### src/rtl/rgmii_speed_ctrl.sv
`default_nettype none
// ============================================================================
// Module   : rgmii_speed_ctrl
// Purpose  : Link-speed switch sequencer for the RGMII MAC datapath. Quiesces
//            TX, holds the MAC in reset, flips the clock-mux / DDR-SDR select,
//            lets clocks settle and releases the datapath again.
// Revision : 1.0  initial release
// ============================================================================
module rgmii_speed_ctrl #(
  parameter int         DRAIN_TIMEOUT = 1024,
  parameter int         GATE_CYCLES   = 16,
  parameter int         SETTLE_CYCLES = 64,
  parameter logic [1:0] RESET_SPEED   = 2'b10
) (
  input  logic       clk,
  input  logic       rst,
  input  logic       req_valid,
  input  logic [1:0] req_speed,
  output logic       req_ready,
  input  logic       tx_idle,
  output logic       tx_pause,
  output logic       mac_rst,
  output logic       clk_sel,
  output logic       mii_sel,
  output logic [1:0] speed,
  output logic       done,
  output logic       err,
  output logic       drain_to
);

  // Counter is shared by DRAIN, GATE and SETTLE, so it is sized for the longest.
  localparam int c_max_ab  = (DRAIN_TIMEOUT > GATE_CYCLES) ? DRAIN_TIMEOUT : GATE_CYCLES;
  localparam int c_max_cyc = (c_max_ab > SETTLE_CYCLES) ? c_max_ab : SETTLE_CYCLES;
  localparam int c_cnt_w   = $clog2(c_max_cyc + 1);

  localparam logic [c_cnt_w-1:0] c_drain_last  = c_cnt_w'(DRAIN_TIMEOUT - 1);
  localparam logic [c_cnt_w-1:0] c_gate_last   = c_cnt_w'(GATE_CYCLES - 1);
  localparam logic [c_cnt_w-1:0] c_settle_last = c_cnt_w'(SETTLE_CYCLES - 1);
  localparam logic [c_cnt_w-1:0] c_cnt_max     = {c_cnt_w{1'b1}};

  localparam logic [1:0] c_speed_1g   = 2'b10;
  localparam logic [1:0] c_speed_bad  = 2'b11;
  localparam logic       c_clk_sel_rs = (RESET_SPEED == c_speed_1g);

  typedef enum logic [2:0] {
    ST_IDLE    = 3'd0,
    ST_DRAIN   = 3'd1,
    ST_GATE    = 3'd2,
    ST_SWITCH  = 3'd3,
    ST_SETTLE  = 3'd4,
    ST_RELEASE = 3'd5
  } state_t;

  state_t             state_q, state_d;
  logic [c_cnt_w-1:0] cnt_q, cnt_d;
  logic [1:0]         req_q, req_d;
  logic [1:0]         speed_q, speed_d;
  logic               clk_sel_q, clk_sel_d;
  logic               mii_sel_q, mii_sel_d;
  logic               mac_rst_q, mac_rst_d;
  logic               tx_pause_q, tx_pause_d;
  logic               req_ready_q, req_ready_d;
  logic               done_q, done_d;
  logic               err_q, err_d;
  logic               drain_to_q, drain_to_d;
  logic               w_accept;

  assign w_accept = req_valid && req_ready_q;

  // Next-state, counter and output decode. Outputs are derived from the next
  // state so that each registered output lines up with the state it belongs to.
  always_comb begin
    state_d    = state_q;
    req_d      = req_q;
    speed_d    = speed_q;
    done_d     = 1'b0;
    err_d      = 1'b0;
    drain_to_d = 1'b0;

    case (state_q)
      ST_IDLE: begin
        if (w_accept) begin
          if (req_speed == c_speed_bad) begin
            err_d = 1'b1;
          end else if (req_speed == speed_q) begin
            done_d = 1'b1;
          end else begin
            req_d   = req_speed;
            state_d = ST_DRAIN;
          end
        end
      end
      ST_DRAIN: begin
        if (tx_idle || (cnt_q == c_drain_last)) state_d = ST_GATE;
      end
      ST_GATE: begin
        if (cnt_q == c_gate_last) state_d = ST_SWITCH;
      end
      ST_SWITCH: begin
        // Select lines move here, landing in the first SETTLE cycle under reset.
        speed_d = req_q;
        state_d = ST_SETTLE;
      end
      ST_SETTLE: begin
        if (cnt_q == c_settle_last) state_d = ST_RELEASE;
      end
      ST_RELEASE: begin
        state_d = ST_IDLE;
      end
      default: begin
        state_d = ST_IDLE;
      end
    endcase

    // Clear on state entry, otherwise count up and saturate.
    if (state_d != state_q) begin
      cnt_d = '0;
    end else if (cnt_q == c_cnt_max) begin
      cnt_d = cnt_q;
    end else begin
      cnt_d = cnt_q + c_cnt_w'(1);
    end

    // The timeout pulse must be visible during the last DRAIN cycle itself,
    // so it is raised as the counter steps onto its final value.
    drain_to_d  = (state_d == ST_DRAIN) && (cnt_d == c_drain_last);
    done_d      = done_d || (state_d == ST_RELEASE);
    req_ready_d = (state_d == ST_IDLE);
    tx_pause_d  = (state_d != ST_IDLE) && (state_d != ST_RELEASE);
    mac_rst_d   = (state_d == ST_GATE) || (state_d == ST_SWITCH) ||
                  (state_d == ST_SETTLE);
    clk_sel_d   = (speed_d == c_speed_1g);
    mii_sel_d   = (speed_d != c_speed_1g);
  end

  // State and output registers; reset lands in SETTLE to run the power-up hold.
  always_ff @(posedge clk or posedge rst) begin
    if (rst) begin
      state_q     <= ST_SETTLE;
      cnt_q       <= '0;
      req_q       <= RESET_SPEED;
      speed_q     <= RESET_SPEED;
      clk_sel_q   <= c_clk_sel_rs;
      mii_sel_q   <= ~c_clk_sel_rs;
      mac_rst_q   <= 1'b1;
      tx_pause_q  <= 1'b1;
      req_ready_q <= 1'b0;
      done_q      <= 1'b0;
      err_q       <= 1'b0;
      drain_to_q  <= 1'b0;
    end else begin
      state_q     <= state_d;
      cnt_q       <= cnt_d;
      req_q       <= req_d;
      speed_q     <= speed_d;
      clk_sel_q   <= clk_sel_d;
      mii_sel_q   <= mii_sel_d;
      mac_rst_q   <= mac_rst_d;
      tx_pause_q  <= tx_pause_d;
      req_ready_q <= req_ready_d;
      done_q      <= done_d;
      err_q       <= err_d;
      drain_to_q  <= drain_to_d;
    end
  end

  assign req_ready = req_ready_q;
  assign tx_pause  = tx_pause_q;
  assign mac_rst   = mac_rst_q;
  assign clk_sel   = clk_sel_q;
  assign mii_sel   = mii_sel_q;
  assign speed     = speed_q;
  assign done      = done_q;
  assign err       = err_q;
  assign drain_to  = drain_to_q;

endmodule
`default_nettype wire

### config.mk
export PLATFORM = sky130hd
export DESIGN_NAME = rgmii_speed_ctrl
export DESIGN_NICKNAME = d
export VERILOG_FILES = /design/src/rtl/rgmii_speed_ctrl.sv
export SDC_FILE = /design/constraint.sdc
export NUM_CORES = 1
export LEC_CHECK = 0
export BUFFER_PORTS_ARGS = -buffer_cell sky130_fd_sc_hd__buf_2
export CAP_MARGIN = 20
export CORE_MARGIN = 2
export CORE_UTILIZATION = 57
export DETAILED_ROUTE_END_ITERATION = 16
export GPL_TIMING_DRIVEN = 0
export PLACE_DENSITY = 0.88
export SYNTH_ARGS = -nofsm -noshare
export SYNTH_HDL_FRONTEND = slang
export SYNTH_SLANG_ARGS = --single-unit
export TNS_END_PERCENT = 5
### constraint.sdc
create_clock -name clk -period 2.23 [get_ports clk]
set_clock_uncertainty 0.2 [all_clocks]
set_input_delay 0 -clock clk [delete_from_list [all_inputs] [get_ports clk]]
set_output_delay 0 -clock clk [all_outputs]
set_load 0.005 [all_outputs]
; ---- After elaboration in Yosys (flattened, before gate mapping)
; Index checks and enable logic that the tools add are counted.
; Widths: inputs -> output; s select.
[word_totals]
ff_bits = 26
[op_classes]
add_sub_neg = 1
eq_ne = 20
muxes = 17
n_bitwise = 2
n_reduce_logical = 11
[ops]
columns = cell, n
row1 = $eq 11x10->1 const B, 2
row2 = $mux 11, 2
row3 = $mux 3, 6
row4 = $pmux 3 s5, 1
row5 = $eq 3x2->1 const B, 4
row6 = $add 11x1->11 const B, 1
row7 = $eq 11x11->1 const B, 1
row8 = $eq 11x4->1 const B, 1
row9 = $eq 11x6->1 const B, 1
row10 = $eq 3x3->1 const B, 3
row11 = $mux 1, 7
row12 = $eq 3x1->1 const B, 2
row13 = $logic_not 3->1, 2
row14 = $eq 2x2->1 const B, 2
row15 = $logic_or 1x1->1, 4
row16 = $reduce_and 4->1, 1
row17 = $logic_and 1x1->1, 3
row18 = $ne 3x3->1, 1
row19 = $ne 3x3->1 const B, 1
row20 = $reduce_bool 3->1, 1
row21 = $eq 2x2->1, 1
row22 = $mux 2, 1
row23 = $ne 2x2->1 const B, 1
row24 = $not 1->1, 2

; ---- Depth between registers and ports, before layout
; Gate-level depths: netlist of run 1.
[depth]
depth_word = 9
mapped_depth = 7

; ---- Worst setup path after synthesis of run 1
; Ideal clock, no wire load.
[synth_path]
kind = register to register
start = register cnt_q[0]
end = register cnt_q[3]
setup_ps = 87
t_arrival_ps = 1564
t_required_ps = 1943
slack_ps = 379
path_stages_with_launch = 7
path_buffers = 1
synth_period_minus_slack_ps = 1851
path_cell_list = dfrtp_1 ha_1 and3_2 a311oi_2 o211ai_2 buf_6 a211oi_2
[synth_via]
elab_chain_cells = 6
[synth_lines]
columns = element, line_no
row1 = start: declaration, 55  ; logic [c_cnt_w-1:0] cnt_q, cnt_d;
row2 = start signal: assignment, 153  ; cnt_q <= cnt_d;
row3 = $eq 11x10->1, 94  ; if (tx_idle || (cnt_q == c_drain_last)) state_d = ST_GATE;
row4 = $logic_or 1x1->1, 94
row5 = $mux 3, 94
row6 = $pmux 3 s5, 80  ; case (state_q)
row7 = $ne 3x3->1, 116  ; if (state_d != state_q) begin
row8 = $mux 11 *, 116
row9 = via cnt_d[3], 55
; The timed path passes the listed nets; every way through them passes the cells marked *.
; A chain may end at the register's enable or synchronous reset.

; ---- Final worst setup path of run 1
; Ends and elaborated chain as after synthesis.

==> results by group, run 1 <==
Timing
  – Fin crit share: 93.2%
  – RSZ-0062 raised after global routing: no
  – Setup TNS: 0 ns
  – Final Hold Fails: 0
  – FMAX: 0.481 GHz
  – Worst Tran Pin Value: 0.944 ns
  – Slew margin rel.: 37.0%
  – Max-slew violations: 0
  – Final setup vio count: 0
  – Hold Slack: 0.205 ns
  – Min Tclk post-route: 2.08 ns

Global routing
  – Initial antenna violation count: 0
  – GRT Residual Overflow: 0
  – First-pass GRT wire length: 4990 µm
  – Vias in the first global route: 1,108
  – GRT Util Overall: 24.5%
  – Largest net degree at the start of global routing: 27

Yosys
  – Avg Inst Size Synth: 9.92 µm²
  – Seq cells post-synth: 26
  – Warnings, synthesis: 0
  – Post-synthesis sequential area ratio: 46.4%
  – Mapped Cells: 143
  – Synth cell types: 52
  – Mapped cell area: 0.00142 mm²
  – Total nets after synthesis: 150

Layout
  – FILL cells: 182
  – # diodes: 0
  – Fin area: 0.00165 mm²
  – Final nets: 176
  – Multi-input logic area: 702 µm²
  – Area added between synthesis and finish: 16.3%
  – Commonest non-fill, non-tap cell in the layout: dfrtp_1
  – Most frequent cells in the layout: dfrtp_1, buf_2, nor2_1
  – Share of cells above drive strength 1: 26.8%
  – End-of-flow core utilization: 68.5%
  – Sequential cell area: 658 µm²

CTS
  – Root Buffer: clkbuf_4
  – Clock sink total: 26
  – Setup Fix Bufs, Post-CTS: 0
  – CTS clk-pin slew, worst paths: 0.15 ns
  – Htree depth: 1
  – TritonCTS clock tree: yes
  – CTS Buf Count: 3
  – Clk buf depth: 2
  – Clk_lat worst skew: 0.33 ns

Power
  – Leak: 0.772 nW
  – Internal power: 0.665 mW
  – Sw Pwr: 0.159 mW
  – Switch share: 19.3%
  – Clk pwr share: 39.4%
  – Peak supply drop: 0.449 mV
  – Flop pwr share: 57.3%
  – Power Total: 0.824 mW
  – Pwr/cell area: 499 mW/mm²
  – Logic pwr share: 3.3%

Critical path
  – CP max-delay cell: dfrtp_1
  – WP depth: 6
  – Worst EP arrival: 2.14 ns
  – Cell Chain, Critical Path: ha_1, and3_2, a311oi_2, o211ai_2, buf_6, a211oi_2
  – Data required time of the critical path: 2.29 ns
  – CP Launch Type: flop
  – Critical path endpoint category: flop
  – Worst Path Buf+Inv: 1
  – CP delay by family, top: compound AO/OA/AOI/OAI gates
  – Worst-path maximum fanout: 10
  – Setup CP Type: flop to flop
  – Crit-path max cell delay: 0.48 ns
  – Reg2Reg Depth: 6

Drt
  – Vias per cell: 5.95
  – Number of DRC markers in iteration 0: 42
  – DRT Pass-1 Iters: 4
  – Post-Route WL: 3080 µm
  – DR DRC count: 0
  – Detail Route Antenna Nets: 0
  – Vias: 1,179
  – Avg WL per Cell: 15.6 µm

Hold path
  – HP Class: input pin to async pin

Floorplanning
  – Core area: 0.00241 mm²
  – IO Count: 16
  – Die H: 53.9 µm
  – Rows: 18
  – Initial core utilization: 58.9%
  – Die area: 0.00290 mm²
  – Die W: 53.9 µm

Placed design
  – Port Buffers: 15
  – Detailed Place HPWL: 2190 µm
  – Final Wtd Congestion: 0.883
  – Post-Place Cell Area: 0.00153 mm²

Flow run
  – Max-cap viol count: 0

Run status
  – Run status: finished clean
power groups by stage:
stage,Sequential [mW],Combinational [mW],Clock [mW]
floorplan,0.481,0.0110,0
CTS,0.472,0.0273,0.329
finish,0.472,0.0270,0.325
global placement,0.481,0.0199,0
detailed placement,0.481,0.0206,0
global route,0.472,0.0316,0.347
sequential cells by signal, summed over array words and instances (netlist names):
signal	cells
done	1
err	1
req_ready	1
cnt_q	11
drain_to	1
mac_rst	1
tx_pause	1
speed	2
state_q	3
clk_sel	1
mii_sel	1
req_q	2
path summary, 6_finish.rpt:
kind,startpoint,slack [ns],endpoint
max in group asynchronous,rst,1.04,done
hold / removal,rst,0.21,cnt_q[8]
min in group clk,req_speed[1],0.32,req_q[1]
hold reg to reg,req_q[0],0.34,speed[0]
setup reg to reg,cnt_q[0],0.15,cnt_q[3]
setup / recovery,cnt_q[0],0.15,cnt_q[3]
area by class of cell:
cell class / count / share of cell area (%)
inverter: 7 / 1.59
sequential: 26 / 39.9
clock inverter: 1 / 1.82
tap: 30 / 2.27
clock buffer: 3 / 1.36
buffer: 5 / 2.35
multi-input combinational: 105 / 42.5
timing repair buffer: 21 / 8.19
repair_timing:
item                                   in CTS  in global routing
resized for setup                           0                  1
setup endpoints to repair                   0                  1
endpoints found under the hold margin      29                  0
hold buffers                                6                  0
synthesized netlist by cell type (all sizes together):
library cell,instances,share of area (%)
nand4b,1,0.62
a211oi,4,3.2
and4,2,1.3
inv,7,1.9
xor2,2,1.2
nor3b,2,1.1
nand3b,1,0.53
nand3,6,2.5
mux2i,2,1.4
dfrtp,20,35
or2,1,0.44
and3b,1,0.62
o221ai,1,0.62
nor3,5,2.5
dfstp,6,11
nand2b,4,1.9
nor4,2,0.88
a22o,1,0.62
o2111ai,1,0.62
nand2,11,2.9
o32a,1,0.71
o211a,1,0.71
or3b,1,0.62
o211ai,2,1.4
xnor2,3,1.9
a21oi,10,3.5
nor2,16,4.4
or2b,1,0.53
a31oi,4,1.8
a311oi,1,1.1
clkbuf,1,0.26
and2,1,0.53
mux2,2,1.6
buf,4,2.5
o22ai,1,0.44
nand4,3,1.3
o21ai,4,1.7
and3,4,1.9
o31ai,1,0.53
ha,1,0.88
or4b,1,0.71
through the flow:
step / setup slack (ns) / instances
floorplan: 0.379 / 143
global placement: 0.251 / 188
detailed placement: 0.155 / 188
CTS: 0.120 / 198
global route: 0.0277 / 198
finish: 0.151 / 198
layer usage:
| layer | global-route usage, % | vias up | share of wire (%) |
|---|---|---|---|
| met4 | 8.97 | 0 | 1.4 |
| met1 | 28.7 | 568 | 42 |
| met5 | 0 | - | 0 |
| met2 | 45.5 | 37 | 52 |
| met3 | 2.50 | 5 | 4.7 |
| li1 | - | 569 | - |
cells by family (layout without fill, tap and decap cells):
kind of cell / after synthesis / count (layout) / synth area share, %
xor+xnor: 5 / 5 / 3.09
simple gates: 63 / 63 / 25.2
buf+inv: 12 / 37 / 4.59
flops: 26 / 26 / 46.4
mux: 4 / 4 / 3.00
compound gates: 32 / 32 / 16.8
fa+ha+maj: 1 / 1 / 0.882
worst register-to-register path, delay by kind of cell (launching register included):
| kind | cells | cell delay, ns |
|---|---|---|
| and+or+nand+nor | 1 | 0.27 |
| DFF | 1 | 0.48 |
| AOI/OAI and AO/OA | 3 | 0.61 |
| buffers and inverters | 1 | 0.19 |
| adders and majority gates | 1 | 0.27 |
No activity file was read; power rests on OpenSTA's default activity.
==> run 2, diff against run 1 <==
--- a/config.mk
+++ b/config.mk
@@ -12,6 +12,7 @@
 export DETAILED_ROUTE_END_ITERATION = 16
 export GPL_TIMING_DRIVEN = 0
 export PLACE_DENSITY = 0.88
+export RECOVER_POWER = 50
 export SYNTH_ARGS = -nofsm -noshare
 export SYNTH_HDL_FRONTEND = slang
 export SYNTH_SLANG_ARGS = --single-unit
==> results by group, run 2 (same netlist as run 1, synthesis figures left out) <==
Layout
  – Sequential cell area: 658 µm² (unchanged)
  – Area added between synthesis and finish: 16.0% (was 16.3%)
  – Share of cells above drive strength 1: 23.8% (was 26.8%)
  – Fin area: 0.00165 mm² (about the same)
  – Top Registers: cnt_q (11), state_q (3) (unchanged)
  – Max reg flops: 11 (unchanged)
  – Multi-input logic area: 702 µm² (unchanged)
  – # diodes: 0 (unchanged)
  – Final nets: 176 (unchanged)
  – Biggest register: cnt_q (unchanged)
  – Most frequent cells in the layout: dfrtp_1, nor2_1, buf_2 (was dfrtp_1, buf_2, nor2_1)
  – Commonest non-fill, non-tap cell in the layout: dfrtp_1 (unchanged)
  – FILL cells: 185 (was 182)

Timing
  – Max-slew violations: 0 (unchanged)
  – Final Hold Fails: 0 (unchanged)
  – Fin crit share: 93.8% (was 93.2%)
  – Final setup vio count: 0 (unchanged)
  – Slew margin rel.: 36.4% (was 37.0%)
  – RSZ-0062 raised after global routing: no (unchanged)
  – Setup TNS: 0 ns (unchanged)
  – FMAX: 0.478 GHz (was 0.481 GHz)
  – Min Tclk post-route: 2.09 ns (was 2.08 ns)
  – Worst Tran Pin Value: 0.953 ns (was 0.944 ns)

Global routing
  – Initial antenna violation count: 0 (unchanged)
  – Largest net degree at the start of global routing: 27 (unchanged)
  – GRT Residual Overflow: 0 (unchanged)
  – Vias in the first global route: 1,108 (unchanged)
  – First-pass GRT wire length: 4990 µm (unchanged)
  – GRT Util Overall: 24.5% (unchanged)

Critical path
  – Worst EP arrival: 2.15 ns (was 2.14 ns)
  – CP Launch Type: flop (unchanged)
  – Setup CP Type: flop to flop (unchanged)
  – Crit. Startpoint: cnt_q[0] (unchanged)
  – Data required time of the critical path: 2.28 ns (was 2.29 ns)
  – Critical path endpoint category: flop (unchanged)
  – R2r setup slk: 0.14 ns (was 0.15 ns)
  – Worst reg2reg path endpoint: cnt_q[3] (unchanged)
  – Reg2reg start: cnt_q[0] (unchanged)
  – Worst-path maximum fanout: 10 (unchanged)
  – Reg2Reg Depth: 6 (unchanged)

CTS
  – TritonCTS clock tree: yes (unchanged)
  – CTS Buf Count: 3 (unchanged)
  – Clk_lat worst skew: 0.33 ns (about the same)
  – Clk buf depth: 2 (unchanged)
  – Clock sink total: 26 (unchanged)
  – Htree depth: 1 (unchanged)
  – Root Buffer: clkbuf_4 (unchanged)
  – CTS clk-pin slew, worst paths: 0.15 ns (about the same)

Floorplanning
  – IO Count: 16 (unchanged)
  – Core area: 0.00241 mm² (unchanged)
  – Die H: 53.9 µm (unchanged)
  – Die area: 0.00290 mm² (unchanged)
  – Rows: 18 (unchanged)
  – Die W: 53.9 µm (unchanged)
  – Initial core utilization: 58.9% (unchanged)

Run status
  – Run status: finished clean (unchanged)

Drt
  – Detail Route Antenna Nets: 0 (unchanged)
  – Avg WL per Cell: 15.4 µm (was 15.6 µm)
  – DR DRC count: 0 (unchanged)
  – Number of DRC markers in iteration 0: 47 (was 42)
  – Post-Route WL: 3060 µm (was 3080 µm)
  – DRT Pass-1 Iters: 4 (unchanged)
  – Vias per cell: 5.84 (was 5.95)
  – Vias: 1,157 (was 1,179)

Placed design
  – Post-Place Cell Area: 0.00153 mm² (unchanged)
  – Port Buffers: 15 (unchanged)
  – Detailed Place HPWL: 2190 µm (unchanged)
  – Final Wtd Congestion: 0.883 (unchanged)

Flow run
  – Max-cap viol count: 0 (unchanged)

Power
  – Peak supply drop: 0.453 mV (was 0.449 mV)
  – Leak: 0.758 nW (was 0.772 nW)
  – Power Total: 0.822 mW (was 0.824 mW)
  – Pwr/cell area: 500 mW/mm² (was 499 mW/mm²)

Hold path
  – HP Class: input pin to async pin (unchanged)
## run 2: cell types whose count changed in the layout (fill, tap and decap cells not counted)
| cell | delta |
|---|---|
| buf_2 | -4 |
| clkbuf_1 | +4 |
| dfstp_1 | +1 |
| dfstp_2 | -1 |
## run 2: repair_timing
item	4_1_cts	5_1_grt
hold buffers	6	0
gates resized for setup	0	1
buffers inserted	0	0
setup endpoints to repair	0	1
hold endpoints to repair	29	0
## run 2: layout make-up
class,count,share of cell area [%]
plain buffers,5,2.36
clock buffers,3,1.37
clock inverters,1,1.83
inverters,7,1.60
multi-input cells,105,42.7
flip-flops and latches,26,40.0
well taps,30,2.28
repair buffers,21,7.91
## run 2: worst max path at each step
stage	slack, ns	to
3_5_place_dp	0.16	drain_to
5_1_grt	0.03	drain_to
6_report	0.14	cnt_q[3]
3_3_place_gp	0.25	cnt_q[3]
2_1_floorplan	0.38	cnt_q[3]
4_1_cts	0.12	drain_to
## run 2: routing by layer
layer / track usage (%) / vias up / routed length [µm]
li1: - / 569 / -
met4: 8.97 / 0 / 38
met5: 0 / - / 0
met3: 2.50 / 4 / 138
met2: 45.5 / 35 / 1600
met1: 28.7 / 549 / 1290
## run 2: stage by stage
step           util, %  std cells  hold slack [ns]  setup slack, ns
5_1_grt           68.3        198            0.320           0.0277
4_1_cts           68.2        198            0.236            0.120
3_5_place_dp      63.6        188           0.0578            0.155
2_1_floorplan        -        143           -0.164            0.379
6_report          68.3        198            0.216            0.139
3_3_place_gp      63.6        188           0.0462            0.251
## run 2: worst max-delay path, cell delays in order, from the launching register on
cell and delay [ns]:
dfrtp_1 0.48, ha_1 0.27, and3_2 0.27, a311oi_2 0.29, o211ai_2 0.17, buf_6 0.19, a211oi_2 0.15
## run 2: power breakdown
group	total (mW)	internal, mW	switching (mW)
Sequential	0.472	0.472	0
Clock	0.323	0.182	0.141
Combinational	0.0271	0.0112	0.0158
Total	0.822	0.665	0.157
==> run 3, diff against run 2 <==
--- a/config.mk
+++ b/config.mk
@@ -5,7 +5,7 @@
 export SDC_FILE = /design/constraint.sdc
 export NUM_CORES = 1
 export LEC_CHECK = 0
-export BUFFER_PORTS_ARGS = -buffer_cell sky130_fd_sc_hd__buf_2
+export BUFFER_PORTS_ARGS = -buffer_cell sky130_fd_sc_hd__buf_4
 export CAP_MARGIN = 20
 export CORE_MARGIN = 2
 export CORE_UTILIZATION = 57
==> results by group, run 3 (same netlist as run 1, synthesis figures left out) <==
Floorplanning
  – Rows: 18 (unchanged)
  – IO Count: 16 (unchanged)
  – Die W: 53.9 µm (unchanged)
  – Die H: 53.9 µm (unchanged)
  – Die area: 0.00290 mm² (unchanged)
  – Core area: 0.00241 mm² (unchanged)
  – Initial core utilization: 58.9% (unchanged)

Drt
  – Avg WL per Cell: 15.8 µm (was 15.4 µm)
  – DR DRC count: 0 (unchanged)
  – Vias per cell: 6.17 (was 5.84)
  – Post-Route WL: 3130 µm (was 3060 µm)
  – Vias: 1,221 (was 1,157)
  – DRT Pass-1 Iters: 4 (unchanged)
  – Detail Route Antenna Nets: 0 (unchanged)
  – Number of DRC markers in iteration 0: 49 (was 47)

Power
  – Clk pwr share: 39.8% (was 39.3%)
  – Logic pwr share: 3.6% (was 3.3%)
  – Switch share: 20.0% (was 19.1%)
  – Internal power: 0.668 mW (was 0.665 mW)
  – Sw Pwr: 0.167 mW (was 0.157 mW)
  – Pwr/cell area: 495 mW/mm² (was 500 mW/mm²)
  – Flop pwr share: 56.6% (was 57.4%)
  – Peak supply drop: 0.512 mV (was 0.453 mV)
  – Power Total: 0.834 mW (was 0.822 mW)
  – Leak: 0.772 nW (was 0.758 nW)

CTS
  – Root Buffer: clkbuf_4 (unchanged)
  – Clk buf depth: 2 (unchanged)
  – Clock sink total: 26 (unchanged)
  – CTS Buf Count: 3 (unchanged)
  – CTS clk-pin slew, worst paths: 0.15 ns (about the same)
  – Setup Fix Bufs, Post-CTS: 0 (unchanged)
  – TritonCTS clock tree: yes (unchanged)
  – Clk_lat worst skew: 0.33 ns (about the same)
  – Htree depth: 1 (unchanged)

Timing
  – Worst Tran Pin Value: 0.940 ns (was 0.953 ns)
  – RSZ-0062 raised after global routing: no (unchanged)
  – Final setup vio count: 0 (unchanged)
  – Hold Slack: 0.219 ns (was 0.216 ns)
  – Setup TNS: 0 ns (unchanged)
  – Min Tclk post-route: 2.10 ns (was 2.09 ns)
  – Final Hold Fails: 0 (unchanged)
  – Max-slew violations: 0 (unchanged)
  – Slew margin rel.: 37.3% (was 36.4%)
  – FMAX: 0.477 GHz (was 0.478 GHz)
  – Fin crit share: 94.0% (was 93.8%)

Placed design
  – Detailed Place HPWL: 2170 µm (was 2190 µm)
  – Port Buffers: 15 (unchanged)
  – Final Wtd Congestion: 0.925 (was 0.883)

Flow run
  – Max-cap viol count: 0 (unchanged)

Layout
  – Most frequent cells in the layout: dfrtp_1, nor2_1, clkbuf_4 (was dfrtp_1, nor2_1, buf_2)
  – Share of cells above drive strength 1: 26.2% (was 23.8%)
  – Commonest non-fill, non-tap cell in the layout: dfrtp_1 (unchanged)
  – FILL cells: 187 (was 185)
  – Area added between synthesis and finish: 18.8% (was 16.0%)
  – Top Registers: cnt_q (11), state_q (3) (unchanged)
  – Final nets: 176 (unchanged)
  – # diodes: 0 (unchanged)
  – Biggest register: cnt_q (unchanged)
  – Max reg flops: 11 (unchanged)

Hold path
  – HP Class: input pin to async pin (unchanged)

Critical path
  – Data required time of the critical path: 2.31 ns (was 2.28 ns)
  – Worst-path maximum fanout: 8 (was 10)
  – Worst EP arrival: 2.18 ns (was 2.15 ns)
  – Critical path endpoint category: flop (unchanged)
  – CP Launch Type: flop (unchanged)
  – Reg2Reg Depth: 4 (was 6)
  – Setup CP Type: flop to flop (unchanged)

Global routing
  – Met3 Track Usage GR: 3.89% (was 2.50%)
  – GRT Util Overall: 25.0% (was 24.5%)
  – Met2 usage: 43.5% (was 45.5%)
  – M1 GR Usage: 31.0% (was 28.7%)
  – Largest net degree at the start of global routing: 27 (unchanged)
  – Vias in the first global route: 1,141 (was 1,108)
  – GRT Residual Overflow: 0 (unchanged)
  – Initial antenna violation count: 0 (unchanged)
  – First-pass GRT wire length: 5150 µm (was 4990 µm)
  – GRT busiest layer: met2 (unchanged)

Run status
  – Run status: finished clean (unchanged)
## run 3: area by class of cell
class	instances	area (µm²)	area share [%]
Buffer	5	38.8	2.30
Timing Repair Buffer	21	169	10.0
Clock buffer	3	22.5	1.34
Sequential cell	26	659	39.1
Multi-Input combinational cell	105	702	41.6
Inverter	7	26.3	1.56
Clock inverter	1	30.0	1.78
Tap cell	30	37.5	2.23
## run 3: stage by stage
stage / utilization (%) / worst slack (ns) / cell area, µm² / cells
floorplan: - / 0.379 / 1420 / 143
global placement: 65.1 / 0.248 / 1570 / 188
detailed placement: 65.1 / 0.122 / 1570 / 188
CTS: 69.8 / 0.0793 / 1680 / 198
global route: 69.9 / 0.0317 / 1690 / 198
finish: 69.9 / 0.133 / 1690 / 198
## run 3: power by group through the flow
stage	combinational (mW)	clock, mW	sequential, mW
global route	0.0345	0.355	0.472
global placement	0.0224	0	0.481
CTS	0.0304	0.332	0.472
detailed placement	0.0234	0	0.481
floorplan	0.0110	0	0.481
finish	0.0302	0.332	0.472
## run 3: repair_timing
item | CTS | global route
gates resized for setup | 0 | 2
hold buffers | 6 | 0
hold endpoints to repair | 29 | 0
endpoints found under the setup margin | 0 | 1
## run 3: metal layers
metal | vias up | wire [µm]
met4 | 0 | 27
met3 | 4 | 145
met1 | 606 | 1360
met2 | 43 | 1600
met5 | - | 0
li1 | 568 | -
## run 3: critical path, cell delays in order, from the launching register on
cell and delay (ns):
dfrtp_1 0.49, or2_0 0.32, nor3_2 0.29, and3_1 0.20, dlygate4sd3_1 0.55
## run 3: final timing paths
check,end,slack [ns],start
worst max-delay path,err,0.13,state_q[1]
worst min-delay path,cnt_q[10],0.22,rst
worst max register to register,err,0.13,state_q[1]
worst min register to register,req_q[0],0.34,req_q[0]
max in group asynchronous,cnt_q[0],0.98,rst
min in group clk,state_q[0],0.33,tx_idle
